**config.mk**
```make
export PLATFORM = sky130hd
export DESIGN_NAME = alu_arbiter
export DESIGN_NICKNAME = d
export VERILOG_FILES = /design/src/rtl/alu_arbiter.sv
export SDC_FILE = /design/constraint.sdc
export NUM_CORES = 1
export LEC_CHECK = 0
export CAP_MARGIN = 20
export CORE_AREA = 2 2 310 312
export CTS_CLUSTER_DIAMETER = 50
export DETAILED_ROUTE_END_ITERATION = 6
export DIE_AREA = 0 0 312 314
export DONT_BUFFER_PORTS = 1
export GPL_ROUTABILITY_DRIVEN = 0
export GPL_TIMING_DRIVEN = 0
export PLACE_DENSITY = 0.38
export SLEW_MARGIN = 15
export SYNTH_ARGS = -nofsm -noshare
export SYNTH_HDL_FRONTEND = slang
export SYNTH_SLANG_ARGS = --single-unit
```
**constraint.sdc**
```tcl
create_clock -name CLK -period 3.75 [get_ports CLK]
set_clock_uncertainty 0.1 [all_clocks]
set_input_delay 0.5625 -clock CLK [delete_from_list [all_inputs] [get_ports CLK]]
set_output_delay 0.5625 -clock CLK [all_outputs]
set_load 0.05 [all_outputs]
```
**src/rtl/alu_arbiter.sv**
```systemverilog
`default_nettype none
// ============================================================================
// Module      : alu_arbiter
// Description : Round-robin arbiter/sequencer sharing one ALU among NREQ
//               requesters, with 1/2-beat result collection and timeout abort.
// Revision    : 1.0 - initial release
// ============================================================================
module alu_arbiter #(
    parameter int NREQ    = 4,
    parameter int TIMEOUT = 15
) (
    input  logic                 CLK,
    input  logic                 RST,
    input  logic [NREQ-1:0]      REQ_VLD,
    output logic [NREQ-1:0]      REQ_RDY,
    input  logic [4*NREQ-1:0]    REQ_OP,
    input  logic [2*NREQ-1:0]    REQ_MOVI,
    input  logic [32*NREQ-1:0]   REQ_A,
    input  logic [32*NREQ-1:0]   REQ_B,
    input  logic [32*NREQ-1:0]   REQ_MEM,
    input  logic [32*NREQ-1:0]   REQ_IMM,
    output logic                 ALU_ACT,
    output logic [3:0]           ALU_OP,
    output logic [1:0]           ALU_MOVI,
    output logic [31:0]          ALU_A,
    output logic [31:0]          ALU_B,
    output logic [31:0]          ALU_MEM,
    output logic [31:0]          ALU_IMM,
    input  logic                 ALU_RDY,
    input  logic                 ALU_VLD,
    input  logic [31:0]          ALU_DATA,
    output logic [NREQ-1:0]      RSP_VLD,
    output logic [63:0]          RSP_DATA,
    output logic                 RSP_ERR,
    output logic                 BUSY
);

    localparam int         PW       = (NREQ > 1) ? $clog2(NREQ) : 1;
    localparam int         CW       = $clog2(TIMEOUT + 1);
    localparam logic [3:0] c_op_mul = 4'b0010;

    typedef enum logic [2:0] {
        S_IDLE    = 3'd0,
        S_ISSUE   = 3'd1,
        S_BEAT_LO = 3'd2,
        S_BEAT_HI = 3'd3,
        S_RESP    = 3'd4
    } state_t;

    state_t          r_state;
    state_t          w_state_nxt;
    logic [PW-1:0]   r_ptr;
    logic [PW-1:0]   r_owner;
    logic [CW-1:0]   r_cnt;
    logic [31:0]     r_lo;
    logic [31:0]     r_hi;
    logic            r_err;
    logic            w_gnt_found;
    logic [PW-1:0]   w_gnt_idx;
    logic [PW-1:0]   w_ptr_nxt;
    logic            w_timeout;

    // First pending requester at or after the pointer, wrapping modulo NREQ.
    always_comb begin
        w_gnt_found = 1'b0;
        w_gnt_idx   = '0;
        for (int k = 0; k < NREQ; k++) begin
            if (!w_gnt_found && REQ_VLD[(int'(r_ptr) + k) % NREQ]) begin
                w_gnt_found = 1'b1;
                w_gnt_idx   = PW'((int'(r_ptr) + k) % NREQ);
            end
        end
    end

    assign w_ptr_nxt = (w_gnt_idx == PW'(NREQ - 1)) ? '0 : w_gnt_idx + 1'b1;
    assign w_timeout = (r_cnt == CW'(TIMEOUT - 1));

    always_comb begin
        w_state_nxt = r_state;
        REQ_RDY     = '0;
        ALU_ACT     = 1'b0;
        RSP_VLD     = '0;
        case (r_state)
            S_IDLE: begin
                if (w_gnt_found) begin
                    REQ_RDY[w_gnt_idx] = 1'b1;
                    w_state_nxt        = S_ISSUE;
                end
            end
            S_ISSUE: begin
                ALU_ACT = ALU_RDY;
                if (ALU_RDY) w_state_nxt = S_BEAT_LO;
            end
            S_BEAT_LO: begin
                if (ALU_VLD)        w_state_nxt = (ALU_OP == c_op_mul) ? S_BEAT_HI : S_RESP;
                else if (w_timeout) w_state_nxt = S_RESP;
            end
            S_BEAT_HI: begin
                if (ALU_VLD || w_timeout) w_state_nxt = S_RESP;
            end
            S_RESP: begin
                RSP_VLD[r_owner] = 1'b1;
                w_state_nxt      = S_IDLE;
            end
            default: w_state_nxt = S_IDLE;
        endcase
    end

    always_ff @(posedge CLK) begin
        if (RST) begin
            r_state  <= S_IDLE;
            r_ptr    <= '0;
            r_owner  <= '0;
            r_cnt    <= '0;
            r_lo     <= '0;
            r_hi     <= '0;
            r_err    <= 1'b0;
            ALU_OP   <= '0;
            ALU_MOVI <= '0;
            ALU_A    <= '0;
            ALU_B    <= '0;
            ALU_MEM  <= '0;
            ALU_IMM  <= '0;
        end else begin
            r_state <= w_state_nxt;
            case (r_state)
                S_IDLE: begin
                    if (w_gnt_found) begin
                        r_owner  <= w_gnt_idx;
                        r_ptr    <= w_ptr_nxt;
                        r_lo     <= '0;
                        r_hi     <= '0;
                        r_err    <= 1'b0;
                        ALU_OP   <= REQ_OP[w_gnt_idx*4 +: 4];
                        ALU_MOVI <= REQ_MOVI[w_gnt_idx*2 +: 2];
                        ALU_A    <= REQ_A[w_gnt_idx*32 +: 32];
                        ALU_B    <= REQ_B[w_gnt_idx*32 +: 32];
                        ALU_MEM  <= REQ_MEM[w_gnt_idx*32 +: 32];
                        ALU_IMM  <= REQ_IMM[w_gnt_idx*32 +: 32];
                    end
                end
                S_ISSUE: r_cnt <= '0;
                S_BEAT_LO, S_BEAT_HI: begin
                    if (ALU_VLD) begin
                        if (r_state == S_BEAT_LO) r_lo <= ALU_DATA;
                        else                      r_hi <= ALU_DATA;
                        r_cnt <= '0;
                    end else if (w_timeout) begin
                        // A stalled ALU yields an error response with zero data.
                        r_err <= 1'b1;
                        r_lo  <= '0;
                        r_hi  <= '0;
                    end else begin
                        r_cnt <= r_cnt + 1'b1;
                    end
                end
                default: ;
            endcase
        end
    end

    assign RSP_DATA = {r_hi, r_lo};
    assign RSP_ERR  = r_err;
    assign BUSY     = (r_state != S_IDLE);

endmodule
`default_nettype wire
```
# After elaboration in Yosys (flattened, before gate mapping)
# Cells that the tools add are included.
# W data, S select, Z words.
[op_classes] n_addsub=5 magnitude_cmp=8 n_eq_ne=17 shift=6 muxes=50 bitwise=3 n_reduce_logical=23
[ops] op="$shiftx A128 B8 Y32" n=4
[ops] op="$mux W32" n=6
[ops] op="$pmux W32 S2" n=2
[ops] op="$mux W4" n=5
[ops] op="$mux W3" n=6
[ops] op="$mux W1" n=17
[ops] op="$reduce_and A4 Y1" n=4
[ops] op="$shiftx A16 B5 Y4" n=1
[ops] op="$ne A3 B3 Y1 const B" n=5
[ops] op="$lt A3 B4 Y1 const B" n=3
[ops] op="$pmux W3 S4" n=1
[ops] op="$mux W2" n=5
[ops] op="$ne A2 B2 Y1 const B" n=5
[ops] op="$lt A2 B3 Y1 const B" n=3
[ops] op="$bmux W1 S2" n=4
[ops] op="$pmux W4 S2" n=1
[ops] op="$reduce_or A2 Y1" n=4
[ops] op="$shiftx A8 B4 Y2" n=1
[ops] op="$eq A3 B2 Y1 const B" n=2
[ops] op="$logic_and A1 B1 Y1" n=5
[ops] op="$add A2 B1 Y2 const B" n=2
[ops] op="$add A2 B2 Y2 const B" n=2
[ops] op="$add A4 B1 Y4 const B" n=1
[ops] op="$demux W1 S2" n=2
[ops] op="14 further kinds" n=21
[totals] regBits=210 input_bits=576 output_inout_bits=209

# Logic depth before layout (Yosys ltp)
# Gate-level depths: netlist of the first run.
[depth] word_depth=20 ltp_mapped=10 ltp_nobuf=8

# Worst setup path after synthesis of the first run
# Ideal clock, no wire load.
[synth_timing] kind="input -> output" from="input REQ_VLD[2]" to="output REQ_RDY[0]" arrival_time_ns=2.514 slack_ns=0.573 path_stages=6 cell_sequence="nor2b_1 > a221o_1 > clkbuf_1 > and2_1 > clkbuf_1 > nor3_1"
[synth_via] elab_chain_cells=18
[synth_lines] item="from (decl)" line="14" source="input logic [NREQ-1:0] REQ_VLD,"
[synth_lines] item="$bmux W1 S2" line="68" source="if (!w_gnt_found && REQ_VLD[(int'(r_ptr) + k) % NREQ]) begin"
[synth_lines] item="$mux W1 (not written as such)" line="68"
[synth_lines] item="$mux W1" line="68"
[synth_lines] item="$logic_not A1 Y1" line="68"
[synth_lines] item="$logic_and A1 B1 Y1" line="68"
[synth_lines] item="$mux W1" line="68"
[synth_lines] item="$logic_not A1 Y1" line="68"
[synth_lines] item="$logic_and A1 B1 Y1" line="68"
[synth_lines] item="[2 not listed]"
[synth_lines] item="$logic_and A1 B1 Y1" line="68"
[synth_lines] item="$mux W2" line="68"
[synth_lines] item="$lt A2 B3 Y1 (not written as such) or $ge A2 B1 Y1 (tied branches)" line="86" source="REQ_RDY[w_gnt_idx] = 1'b1;"
[synth_lines] item="$logic_and A1 B1 Y1 (not written as such)" line="86"
[synth_lines] item="$mux W1 (not written as such)" line="86"
[synth_lines] item="$demux W1 S2" line="86"
[synth_lines] item="$mux W4 *" line="85" source="if (w_gnt_found) begin"
[synth_lines] item="$mux W4 *" line="83" source="case (r_state)"
[synth_lines] item="to (decl)" line="15" source="output logic [NREQ-1:0] REQ_RDY,"
# Mark *: on every way between the ends. The rest lies on a longest branch, timed or not. The select of a mux whose other input is x is not followed.

# Final worst setup path of the first run
[layout_timing] from="register r_ptr[0]" to="register ALU_B[27]"
[layout_via] elab_chain_cells=13
[layout_lines] item="from (decl)" line="52" source="logic [PW-1:0] r_ptr;"
[layout_lines] item="from (signal assigned)" line="130" source="r_ptr <= w_ptr_nxt;"
[layout_lines] item="$add A2 B1 Y2 or $bmux W1 S2 (tied branches)" line="68, 70"
[layout_lines] item="$bmux W1 S2 or $mux W1 (tied branches)" line="68"
[layout_lines] item="$mux W1 (not written as such)" line="68"
[layout_lines] item="$mux W1 (not written as such) or $logic_not A1 Y1 (tied branches)" line="68"
[layout_lines] item="$logic_and A1 B1 Y1" line="68"
[layout_lines] item="$mux W1" line="68"
[layout_lines] item="$logic_not A1 Y1" line="68"
[layout_lines] item="$logic_and A1 B1 Y1" line="68"
[layout_lines] item="$mux W1" line="68"
[layout_lines] item="$logic_not A1 Y1" line="68"
[layout_lines] item="$logic_and A1 B1 Y1" line="68"
[layout_lines] item="$mux W2 or $mux W1 (tied branches)" line="68"
[layout_lines] item="$shiftx A128 B8 Y32 or $reduce_and A2 Y1 (tied branches)"
[layout_lines] item="to (signal assigned)" line="137" source="ALU_B <= REQ_B[w_gnt_idx*32 +: 32];"
[layout_lines] item="to (decl)" line="26" source="output logic [31:0] ALU_B,"
# Several ways; a longest one is shown, not always the timed one. The select of a mux whose other input is x is not followed.
# A chain may end at the register's enable or synchronous reset.

==> results of run 1 <==
==> through the flow <==
step           hold WS [ns]  utilization [%]
2_1_floorplan         0.363                -
3_3_place_gp          0.396             15.9
3_5_place_dp          0.396             16.0
4_1_cts             0.00163             20.7
5_1_grt              0.0116             20.7
6_report             0.0491             20.7
==> synth_stat cells, types with 4 or more instances <==
cell	n	share of area (%)
a21oi_1	72	2.7
mux2i_1	136	10
clkbuf_1	148	4.1
a32oi_1	134	8.7
a21o_1	4	0.22
nand2_1	79	2.2
buf_6	10	0.84
buf_1	21	0.59
dfxtp_1	210	31
inv_1	273	7.6
nor2b_1	4	0.19
nor2_1	16	0.45
buf_2	31	1.2
a211oi_1	271	15
nor3_1	5	0.19
nand3_1	334	12
==> final timing paths <==
path / end / depth (start not counted) / slack, ns / from
worst max-delay path: ALU_B[27]$_SDFFE_PP0P_ / 10 / 0.16 / r_ptr[0]$_SDFFE_PP0P_
worst min register to register: r_cnt[3]$_SDFFE_PP0P_ / 1 / 0.42 / r_cnt[3]$_SDFFE_PP0P_
worst max register to register: ALU_B[27]$_SDFFE_PP0P_ / 10 / 0.16 / r_ptr[0]$_SDFFE_PP0P_
worst min-delay path: ALU_MEM[6]$_SDFFE_PP0P_ / 2 / 0.05 / REQ_MEM[102]
==> registers in the layout, indices dropped and copies added, names as in the netlist, 3 cells and up <==
| register | cells |
|---|---|
| ALU_A | 32 |
| ALU_B | 32 |
| ALU_IMM | 32 |
| ALU_MEM | 32 |
| ALU_OP | 4 |
| r_cnt | 4 |
| r_hi | 32 |
| r_lo | 32 |
| r_state | 3 |
==> metal layers <==
metal | GRT usage [%] | vias up | share of wire [%]
li1 | - | 7181 | -
met1 | 21.2 | 7591 | 40
met2 | 31.3 | 769 | 48
met3 | 7.28 | 160 | 9.6
met4 | 4.81 | 40 | 2.5
met5 | 0 | - | 0.28
==> final cells by class <==
type / count / area, µm² / area share [%]
Antenna cell: 6 / 15.0 / 0.0768
Inverter: 274 / 1030 / 5.26
Clock buffer: 54 / 1240 / 6.35
Multi-Input combinational cell: 1087 / 7320 / 37.4
Timing Repair Buffer: 282 / 2840 / 14.5
Buffer: 211 / 945 / 4.83
Tap cell: 1265 / 1580 / 8.09
Sequential cell: 210 / 4200 / 21.5
Clock inverter: 31 / 380 / 1.94
==> critical path: stages, from the launching register on <==
cell           delay (ns)
dfxtp_1              0.41
nor2b_1              0.07
o21bai_1             0.12
clkbuf_2             0.40
clkbuf_1             0.47
buf_6                0.25
clkbuf_1             0.37
a211oi_1             0.14
mux2i_1              0.43
nand3_1              0.12
dlygate4sd3_1        0.57
==> where the power goes <==
part / switching, mW / internal, mW
registers: 1.54 / 2.58
clock network: 1.60 / 2.81
logic: 1.91 / 1.08
total: 5.04 / 6.47
==> cell families after synthesis <==
group	count (synthesis)	synth area share (%)
fa+ha+maj	3	0.279
simple gates	457	16.5
compound gates	491	27.3
flops	210	31.3
mux	136	10.1
buf+inv	486	14.5
==> repair_timing <==
item / 4_1_cts / 5_1_grt
setup buffers: 0 / 0
endpoints found under the setup margin: 4 / 47
gates cloned: 0 / 0
resized for setup: 12 / 21
hold buffers: 277 / 0
pin swaps: 0 / 1
endpoints found under the hold margin: 194 / 0
==> flow_summary_export.csv, run 1 <==
group,metric,value,unit
synth,yosysUniqueCellTypes,39,
power,p_leak,8.06,nW
drt,vias,15700,
grt,gr-total-overflow,0,
sta,setup_viol,0,
sta,slew_viol_final,0,
power,power.density,589,mW/mm²
layout,fillers,10800,
worst_setup_path,arrival,4.00,ns
drt,finalWirelength,93800,µm
floorplan,die_x,312,µm
drt,drtIter0Drc,806,
placed_design,io_buffer_count,0,
floorplan,core,0.0944,mm²
floorplan,initial_core_util,14.2,%
clocking,clk_latency,0.60,ns
worst_setup_path,worst-path-max-fanout,10,
synth,synth_edf_count,0,
grt,antenna_found_initial,30,
synth,seq_area_frac_synth,31.3,%
synth,avgSynthCellArea,7.53,µm²
run_status,status,"complete, no violations",
sta,worst_pin_slew,1.13,ns
worst_setup_path,crit_path_start_kind,"flip-flop",
synth,synth_cells,1783,
sta,fin_crit,3.59,ns
layout,final_common_cell,"nand3_1",
worst_setup_path,path_class,"reg -> reg",
clocking,clock-sinks,210,
synth,netlist_area,0.0134,mm²
floorplan,dieHeight,314,µm
sta,post-route-period-util,95.8,%
power,peakVddDrop,0.000327,V
layout,nNetsFinal,2691,
clocking,ctsHtreeMaxLevel,2,
layout,final_layout_size_suffix_gt1_share,7.45,%
clocking,clk_pin_slew,0.06,ns
drt,dr.pass1.iters,5,
placed_design,placed_cell_area,0.0151,mm²
sta,fin_ws,0.156,ns
layout,final_cells,3420,
run,cap_violations,0,
floorplan,die-area,0.0980,mm²
synth,synth_ff_type,"dfxtp_1",
worst_setup_path,end_kind,"flip-flop",
clocking,cts_buffers,46,
drt,vias_per_cell,4.60,
layout,mostFrequentLayoutCells,"nand3_1 (334), dlygate4sd3_1 (277), inv_1 (273), a211oi_1 (270), dfxtp_1 (210)",
grt,grt_pass1_vias,16300,
min_path,hold_path.class,"in -> reg",
synth,ys_warn_count,0,
clocking,cts_tree,"built",
layout,area_delta_synth_final,45.6,%
drt,drc_errors,0,
grt,grt_pass1_wl,128000,µm
layout,postLayoutCellArea,0.0196,mm²
placed_design,dp.cells,3053,
floorplan,rows,113,
sta,slew_headroom,24.7,%
grt,grt_max_degree,13,
sta,setup_tns,0,ns
drt,drtAntennaViolNets,0,
floorplan,ios,785,
grt,grt_use_total,18.3,%
sta,max_clock_freq,278,MHz
sta,finalHoldViolations,0,
synth,synthArstFlopShare,0,%
placed_design,dp_hpwl,74500,µm
drt,wl_per_cell,27.4,µm
worst_setup_path,cp.required,4.15,ns
synth,syn_nets,2362,
synth,ys_ff_latch,210,
clocking,cts_buffer_depth,3,
placed_design,dpl_worst_slack,-0.336,ns
power,power,11.5,mW
clocking,clockRootBuffer,"clkbuf_16",
(Power assumes the default switching activity.)
==> inputs of run 2 (changes only) <==
Settings changed: CORE_AREA 2 2 310 312 to 2 2 303 305, CTS_CLUSTER_DIAMETER 50 to unset, DIE_AREA 0 0 312 314 to 0 0 305 307.
==> run 2 against run 1 <==
  * Flip-flop and latch count unchanged
  * Fmax up 1.3%
  * First-iteration DRC count up 88%
  * Count of clock-buffer cells in the layout down 18
  * Worst hold slack worse by 0.0068 ns
  * Combinational power up 1%
  * Clock power down 31%
  * Sequential share of layout area up 0.57 points
  * Non-clock buffer count up 15
==> flow_summary_export.csv, run 2 (same netlist as run 1, synthesis figures left out) <==
group,metric,value,unit
clocking,cts_buffers,29,
power,power.density,532,mW/mm²
layout,final_layout_size_suffix_gt1_share,6.14,%
floorplan,core,0.0907,mm²
sta,slew_viol_final,0,
worst_setup_path,crit_path_start_kind,"flip-flop",
worst_setup_path,r2r_start,"r_ptr[1]$_SDFFE_PP0P_",
sta,finalHoldViolations,0,
worst_setup_path,worst-path-max-fanout,9,
clocking,cts_buffer_depth,3,
worst_setup_path,crit_chain,"mux2i_1 -> nor2_1 -> or3_1 -> buf_2 -> inv_2 -> clkbuf_4 -> buf_12 -> nand2_1 -> nor2_4",
min_path,hold_path.startpoint,"REQ_MEM[74]",
min_path,min_path_cells,2,
drt,drc_errors,0,
worst_setup_path,crit_family,"simple AND/OR/NAND/NOR gates",
power,power.share.sequential,40.1,%
layout,final_util,21.0,%
floorplan,die_x,305,µm
worst_setup_path,cp_num_buf_inv,4,
layout,regArea,0.00420,mm²
worst_setup_path,path_class,"reg -> out",
power,power,10.1,mW
grt,grt_use_total,17.5,%
sta,rsz0062_at_grt,"no",
power,comb_power_share,29.9,%
drt,vias,15900,
worst_setup_path,arrival,2.89,ns
worst_setup_path,r2r_setup_slack,0.21,ns
floorplan,dieHeight,307,µm
sta,fin_crit,3.55,ns
sta,max_clock_freq,282,MHz
min_path,min_to,"ALU_MEM[10]$_SDFFE_PP0P_",
power,pwr-share-clk,30.0,%
grt,gr-total-overflow,0,
clocking,ctsHtreeMaxLevel,1,
worst_setup_path,reg2reg_depth,9,
sta,slew_headroom,28.8,%
drt,drtAntennaViolNets,0,
clocking,clk_pin_slew,0.06,ns
grt,grt_pass1_wl,120000,µm
worst_setup_path,cp.required,3.09,ns
floorplan,rows,111,
sta,setup_viol,0,
grt,grt_max_degree,15,
worst_setup_path,cpPeakStageDelay,0.40,ns
grt,antenna_found_initial,26,
clocking,post_cts_buffers,0,
placed_design,placed_cell_area,0.0150,mm²
clocking,clock-sinks,210,
drt,drtIter0Drc,1516,
min_path,hold_path.class,"in -> reg",
layout,nNetsFinal,2689,
power,p_int,5.51,mW
floorplan,die-area,0.0936,mm²
placed_design,io_buffer_count,0,
drt,finalWirelength,87100,µm
power,switchingPower,4.62,mW
clocking,cts_tree,"built",
drt,vias_per_cell,4.77,
layout,mostFrequentLayoutCells,"nand3_1 (334), dlygate4sd3_1 (287), inv_1 (273), a211oi_1 (271), dfxtp_1 (210)",
clocking,clk_latency,0.61,ns
layout,postLayoutCellArea,0.0191,mm²
grt,grt_pass1_vias,16200,
sta,post-route-period-util,94.6,%
layout,multi_input_area,0.00732,mm²
placed_design,dp_hpwl,70300,µm
run_status,status,"complete, no violations",
clocking,clockRootBuffer,"clkbuf_16",
worst_setup_path,slowest_stage,"dfxtp_1",
power,peakVddDrop,0.000536,V
layout,fillers,10200,
layout,area_delta_synth_final,41.8,%
layout,final_common_cell,"nand3_1",
worst_setup_path,end_kind,"output port",
drt,wl_per_cell,26.1,µm
power,p_leak,7.86,nW
worst_setup_path,reg2reg_to,"ALU_A[23]$_SDFFE_PP0P_",
floorplan,ios,785,
drt,dr.pass1.iters,5,
power,swShare,45.6,%
sta,setup_tns,0,ns
floorplan,initial_core_util,14.8,%
sta,worst_pin_slew,1.06,ns
run,cap_violations,0,
-- run 2: changes by cell type in the layout (fill, tap and decap cells not counted), sizes merged --
cell and delta:
bufinv -2, clkinvlp -1, clkbuf -18, diode +16, dlygate4sd3 +10, buf +5
clkinv -4, inv -6
-- run 2: cell type report --
| type | instances | area share, % |
|---|---|---|
| Clock inverter | 18 | 1.08 |
| Clock buffer | 36 | 4.26 |
| Sequential cell | 210 | 22.1 |
| Buffer | 212 | 4.98 |
| Timing Repair Buffer | 296 | 15.7 |
| Antenna cell | 22 | 0.289 |
| Inverter | 274 | 5.40 |
| Multi-Input combinational cell | 1087 | 38.4 |
| Tap cell | 1186 | 7.79 |
-- run 2: stage by stage --
stage / setup slack [ns] / hold slack, ns / instances
floorplan: 0.573 / 0.363 / 1783
global placement: -0.979 / 0.379 / 2969
global route: 0.00544 / 0.0174 / 3329
detailed placement: -0.576 / 0.396 / 2976
finish: 0.202 / 0.0422 / 3341
CTS: -0.00515 / 0.00114 / 3317
-- run 2: power by group through the flow --
stage	Combinational [mW]	Sequential (mW)	Clock [mW]
after floorplan	1.55	3.95	0
final	3.03	4.07	3.04
after global placement	2.38	4.12	0
after CTS	3.00	4.08	3.13
after detailed placement	2.46	4.12	0
after global routing	3.25	4.11	3.18
-- run 2: repair_timing --
action,in CTS,in global routing
hold buffers,287,0
setup endpoints to repair,8,55
resized for setup,15,11
hold endpoints to repair,195,0
-- run 2: worst max path at each step --
stage / startpoint / end / slack, ns / cells past startpoint
detailed placement: REQ_VLD[2] / ALU_A[28]$_SDFFE_PP0P_ / -0.58 / 8
CTS: r_ptr[1]$_SDFFE_PP0P_ / REQ_RDY[2] / -0.005 / 7
global placement: REQ_VLD[2] / ALU_A[28]$_SDFFE_PP0P_ / -0.98 / 8
floorplan: REQ_VLD[2] / REQ_RDY[0] / 0.57 / 6
global route: r_ptr[1]$_SDFFE_PP0P_ / ALU_A[7]$_SDFFE_PP0P_ / 0.005 / 9
finish: r_ptr[1]$_SDFFE_PP0P_ / REQ_RDY[1] / 0.20 / 9
-- run 2: per-layer routing --
| metal | part of all wire, % | wire [µm] | global-route usage [%] | vias to the layer above |
|---|---|---|---|---|
| met5 | 0.081 | 71 | 0 | - |
| met4 | 4.1 | 3600 | 7.02 | 10 |
| met3 | 9.6 | 8330 | 5.68 | 152 |
| met2 | 48 | 41600 | 30.5 | 895 |
| met1 | 38 | 33500 | 19.6 | 7688 |
| li1 | - | - | - | 7196 |
==> inputs of run 3 (changes only) <==
Settings changed: MAX_ROUTING_LAYER set to met4, PLACE_DENSITY 0.38 to 0.39.
Clock period 3.75 ns to 2.9 ns, I/O delays scaled along.
==> run 3 against run 2 <==
  * Final cell count up 0.78%
  * Critical endpoint is now ALU_A[5]$_SDFFE_PP0P_
  * Worst setup slack worse by 0.20 ns
  * Clock power rose by 35%
  * Design area is 2.6% higher
  * Routed wire length is 4.4% higher
  * Die area unchanged
  * Global-route usage grew 1.5 points
  * Largest power group unchanged
  * Count of clock-buffer cells in the layout fell by 3
  * Core utilization up 0.54 points
  * Non-clock buffer count is 20 higher
  * Flip-flop and latch count unchanged
  * Critical path depth fell by 2
==> flow_summary_export.csv, run 3 (same netlist as run 1, synthesis figures left out) <==
group,metric,value,unit
sta,worst_pin_slew,1.13,ns
worst_setup_path,path_class,"reg -> reg",
clocking,clockRootBuffer,"clkbuf_16",
floorplan,rows,111,
power,peakVddDrop,0.000452,V
drt,drtAntennaViolNets,0,
sta,setup_tns,0,ns
sta,slew_viol_final,0,
worst_setup_path,crit_path_start_kind,"flip-flop",
placed_design,dp.cells,2975,
drt,wl_per_cell,27.0,µm
layout,final_common_cell,"nand3_1",
power,power.density,672,mW/mm²
placed_design,io_buffer_count,0,
drt,vias,15600,
min_path,hold_path.class,"in -> reg",
clocking,cts_buffers,29,
floorplan,die-area,0.0936,mm²
grt,top_usage_layer,"met2",
drt,finalWirelength,91000,µm
sta,post-route-period-util,100,%
floorplan,core,0.0907,mm²
grt,grt_max_degree,15,
worst_setup_path,r2r_start,"r_ptr[1]$_SDFFE_PP0P_",
placed_design,dp_hpwl,72900,µm
clocking,clock-sinks,210,
worst_setup_path,r2r_setup_slack,0.001,ns
clocking,ctsHtreeMaxLevel,1,
run,cap_violations,0,
min_path,min_to,"ALU_A[22]$_SDFFE_PP0P_",
sta,fin_crit,2.90,ns
clocking,clk_pin_slew,0.07,ns
floorplan,ios,785,
worst_setup_path,worst-path-max-fanout,10,
drt,vias_per_cell,4.62,
floorplan,die_x,305,µm
drt,dr.pass1.iters,5,
sta,whs,0.0548,ns
layout,area_delta_synth_final,45.5,%
grt,antenna_found_initial,37,
worst_setup_path,cp.required,3.35,ns
drt,drtIter0Drc,965,
layout,mostFrequentLayoutCells,"nand3_1 (334), dlygate4sd3_1 (302), inv_1 (273), a211oi_1 (267), dfxtp_1 (208)",
grt,met3_usage,7.13,%
grt,grt_pass1_vias,16200,
grt,gr-total-overflow,0,
floorplan,initial_core_util,14.8,%
sta,finalHoldViolations,0,
worst_setup_path,reg2reg_depth,7,
clocking,cts_tree,"built",
min_path,min_path_cells,4,
sta,setup_viol,0,
layout,nNetsFinal,2709,
clocking,clk_latency,0.60,ns
worst_setup_path,end_kind,"flip-flop",
drt,drc_errors,0,
grt,grt.met1_usage,20.6,%
layout,final_util,21.6,%
floorplan,dieHeight,307,µm
worst_setup_path,arrival,3.35,ns
layout,final_layout_size_suffix_gt1_share,8.27,%
min_path,hold_path.startpoint,"REQ_A[54]",
worst_setup_path,reg2reg_to,"ALU_A[5]$_SDFFE_PP0P_",
power,p_leak,7.88,nW
run_status,status,"complete, no violations",
grt,grt_use_total,19.0,%
layout,final_cells,3367,
grt,use_met2,32.2,%
sta,rsz0062_at_grt,"yes",
grt,grt_pass1_wl,124000,µm
clocking,cts_buffer_depth,3,
sta,slew_headroom,24.7,%
sta,max_clock_freq,345,MHz
==> run 3: cell types whose count changed in the layout (fill, tap and decap cells not counted), moves of 3 or more <==
cell           before  now
clkbuf_1          137  115
clkbuf_2           11   26
dlygate4sd3_1     287  302
buf_4               3   13
diode_2            22   28
a211oi_1          271  267
a211oi_2            0    4
inv_6               1    4
nor2_4              1    4
nor3_2              4    1
nor3_4              1    4
==> run 3: worst max path at each step <==
stage	startpoint	slack, ns	cells after the start	endpoint
6_report	r_ptr[1]$_SDFFE_PP0P_	0.001	7	ALU_A[5]$_SDFFE_PP0P_
5_1_grt	r_ptr[1]$_SDFFE_PP0P_	-0.1	7	REQ_RDY[3]
4_1_cts	r_state[2]$_SDFFE_PP0P_	-0.23	3	RSP_VLD[0]
3_5_place_dp	REQ_VLD[2]	-0.86	8	ALU_B[13]$_SDFFE_PP0P_
3_3_place_gp	REQ_VLD[2]	-1.33	8	ALU_A[27]$_SDFFE_PP0P_
2_1_floorplan	REQ_VLD[2]	0.06	8	REQ_RDY[1]
==> run 3: final cells by class <==
cell class,instances,area [µm²]
Timing Repair Buffer,320,3210
Buffer,208,1020
Clock inverter,21,275
Antenna cell,28,70.1
Tap cell,1186,1480
Clock buffer,33,781
Sequential cell,210,4210
Fill cell,10300,71100
Inverter,274,1030
Multi-Input combinational cell,1087,7460
==> run 3: through the flow <==
stage	setup WS, ns	total power [mW]	cell area [µm²]
after floorplan	0.0583	7.12	13400
after global placement	-1.33	8.56	14900
after detailed placement	-0.858	8.58	15000
after CTS	-0.225	13.2	19400
after global routing	-0.0970	13.7	19500
final	0.00120	13.1	19500
==> run 3: layer usage <==
| metal | wire [µm] | vias up | part of all wire (%) |
|---|---|---|---|
| li1 | - | 7253 | - |
| met1 | 35000 | 7408 | 39 |
| met2 | 43800 | 764 | 48 |
| met3 | 9010 | 136 | 9.9 |
| met4 | 3090 | 0 | 3.4 |
| met5 | 0 | - | 0 |
==> run 3: report_power, final <==
| group | switching (mW) | internal (mW) | leakage, nW |
|---|---|---|---|
| Clock | 1.63 | 2.46 | 0.524 |
| Sequential | 1.98 | 3.34 | 1.72 |
| Combinational | 2.46 | 1.27 | 5.64 |
==> run 3: critical path, stage by stage (launching register included) <==
cell and delay, ns:
dfxtp_4 0.39, nand2_2 0.08, a221o_4 0.46, clkbuf_2 0.44, clkbuf_1 0.34, a211oi_1 0.70, mux2i_1 0.18, nand3_1 0.12
==> run 3: what timing repair did <==
item / in CTS / in global routing
hold buffers: 302 / 0
gates resized for setup: 74 / 38
pin swaps: 6 / 3
setup endpoints to repair: 143 / 106
hold endpoints to repair: 199 / 0
setup buffers: 8 / 4
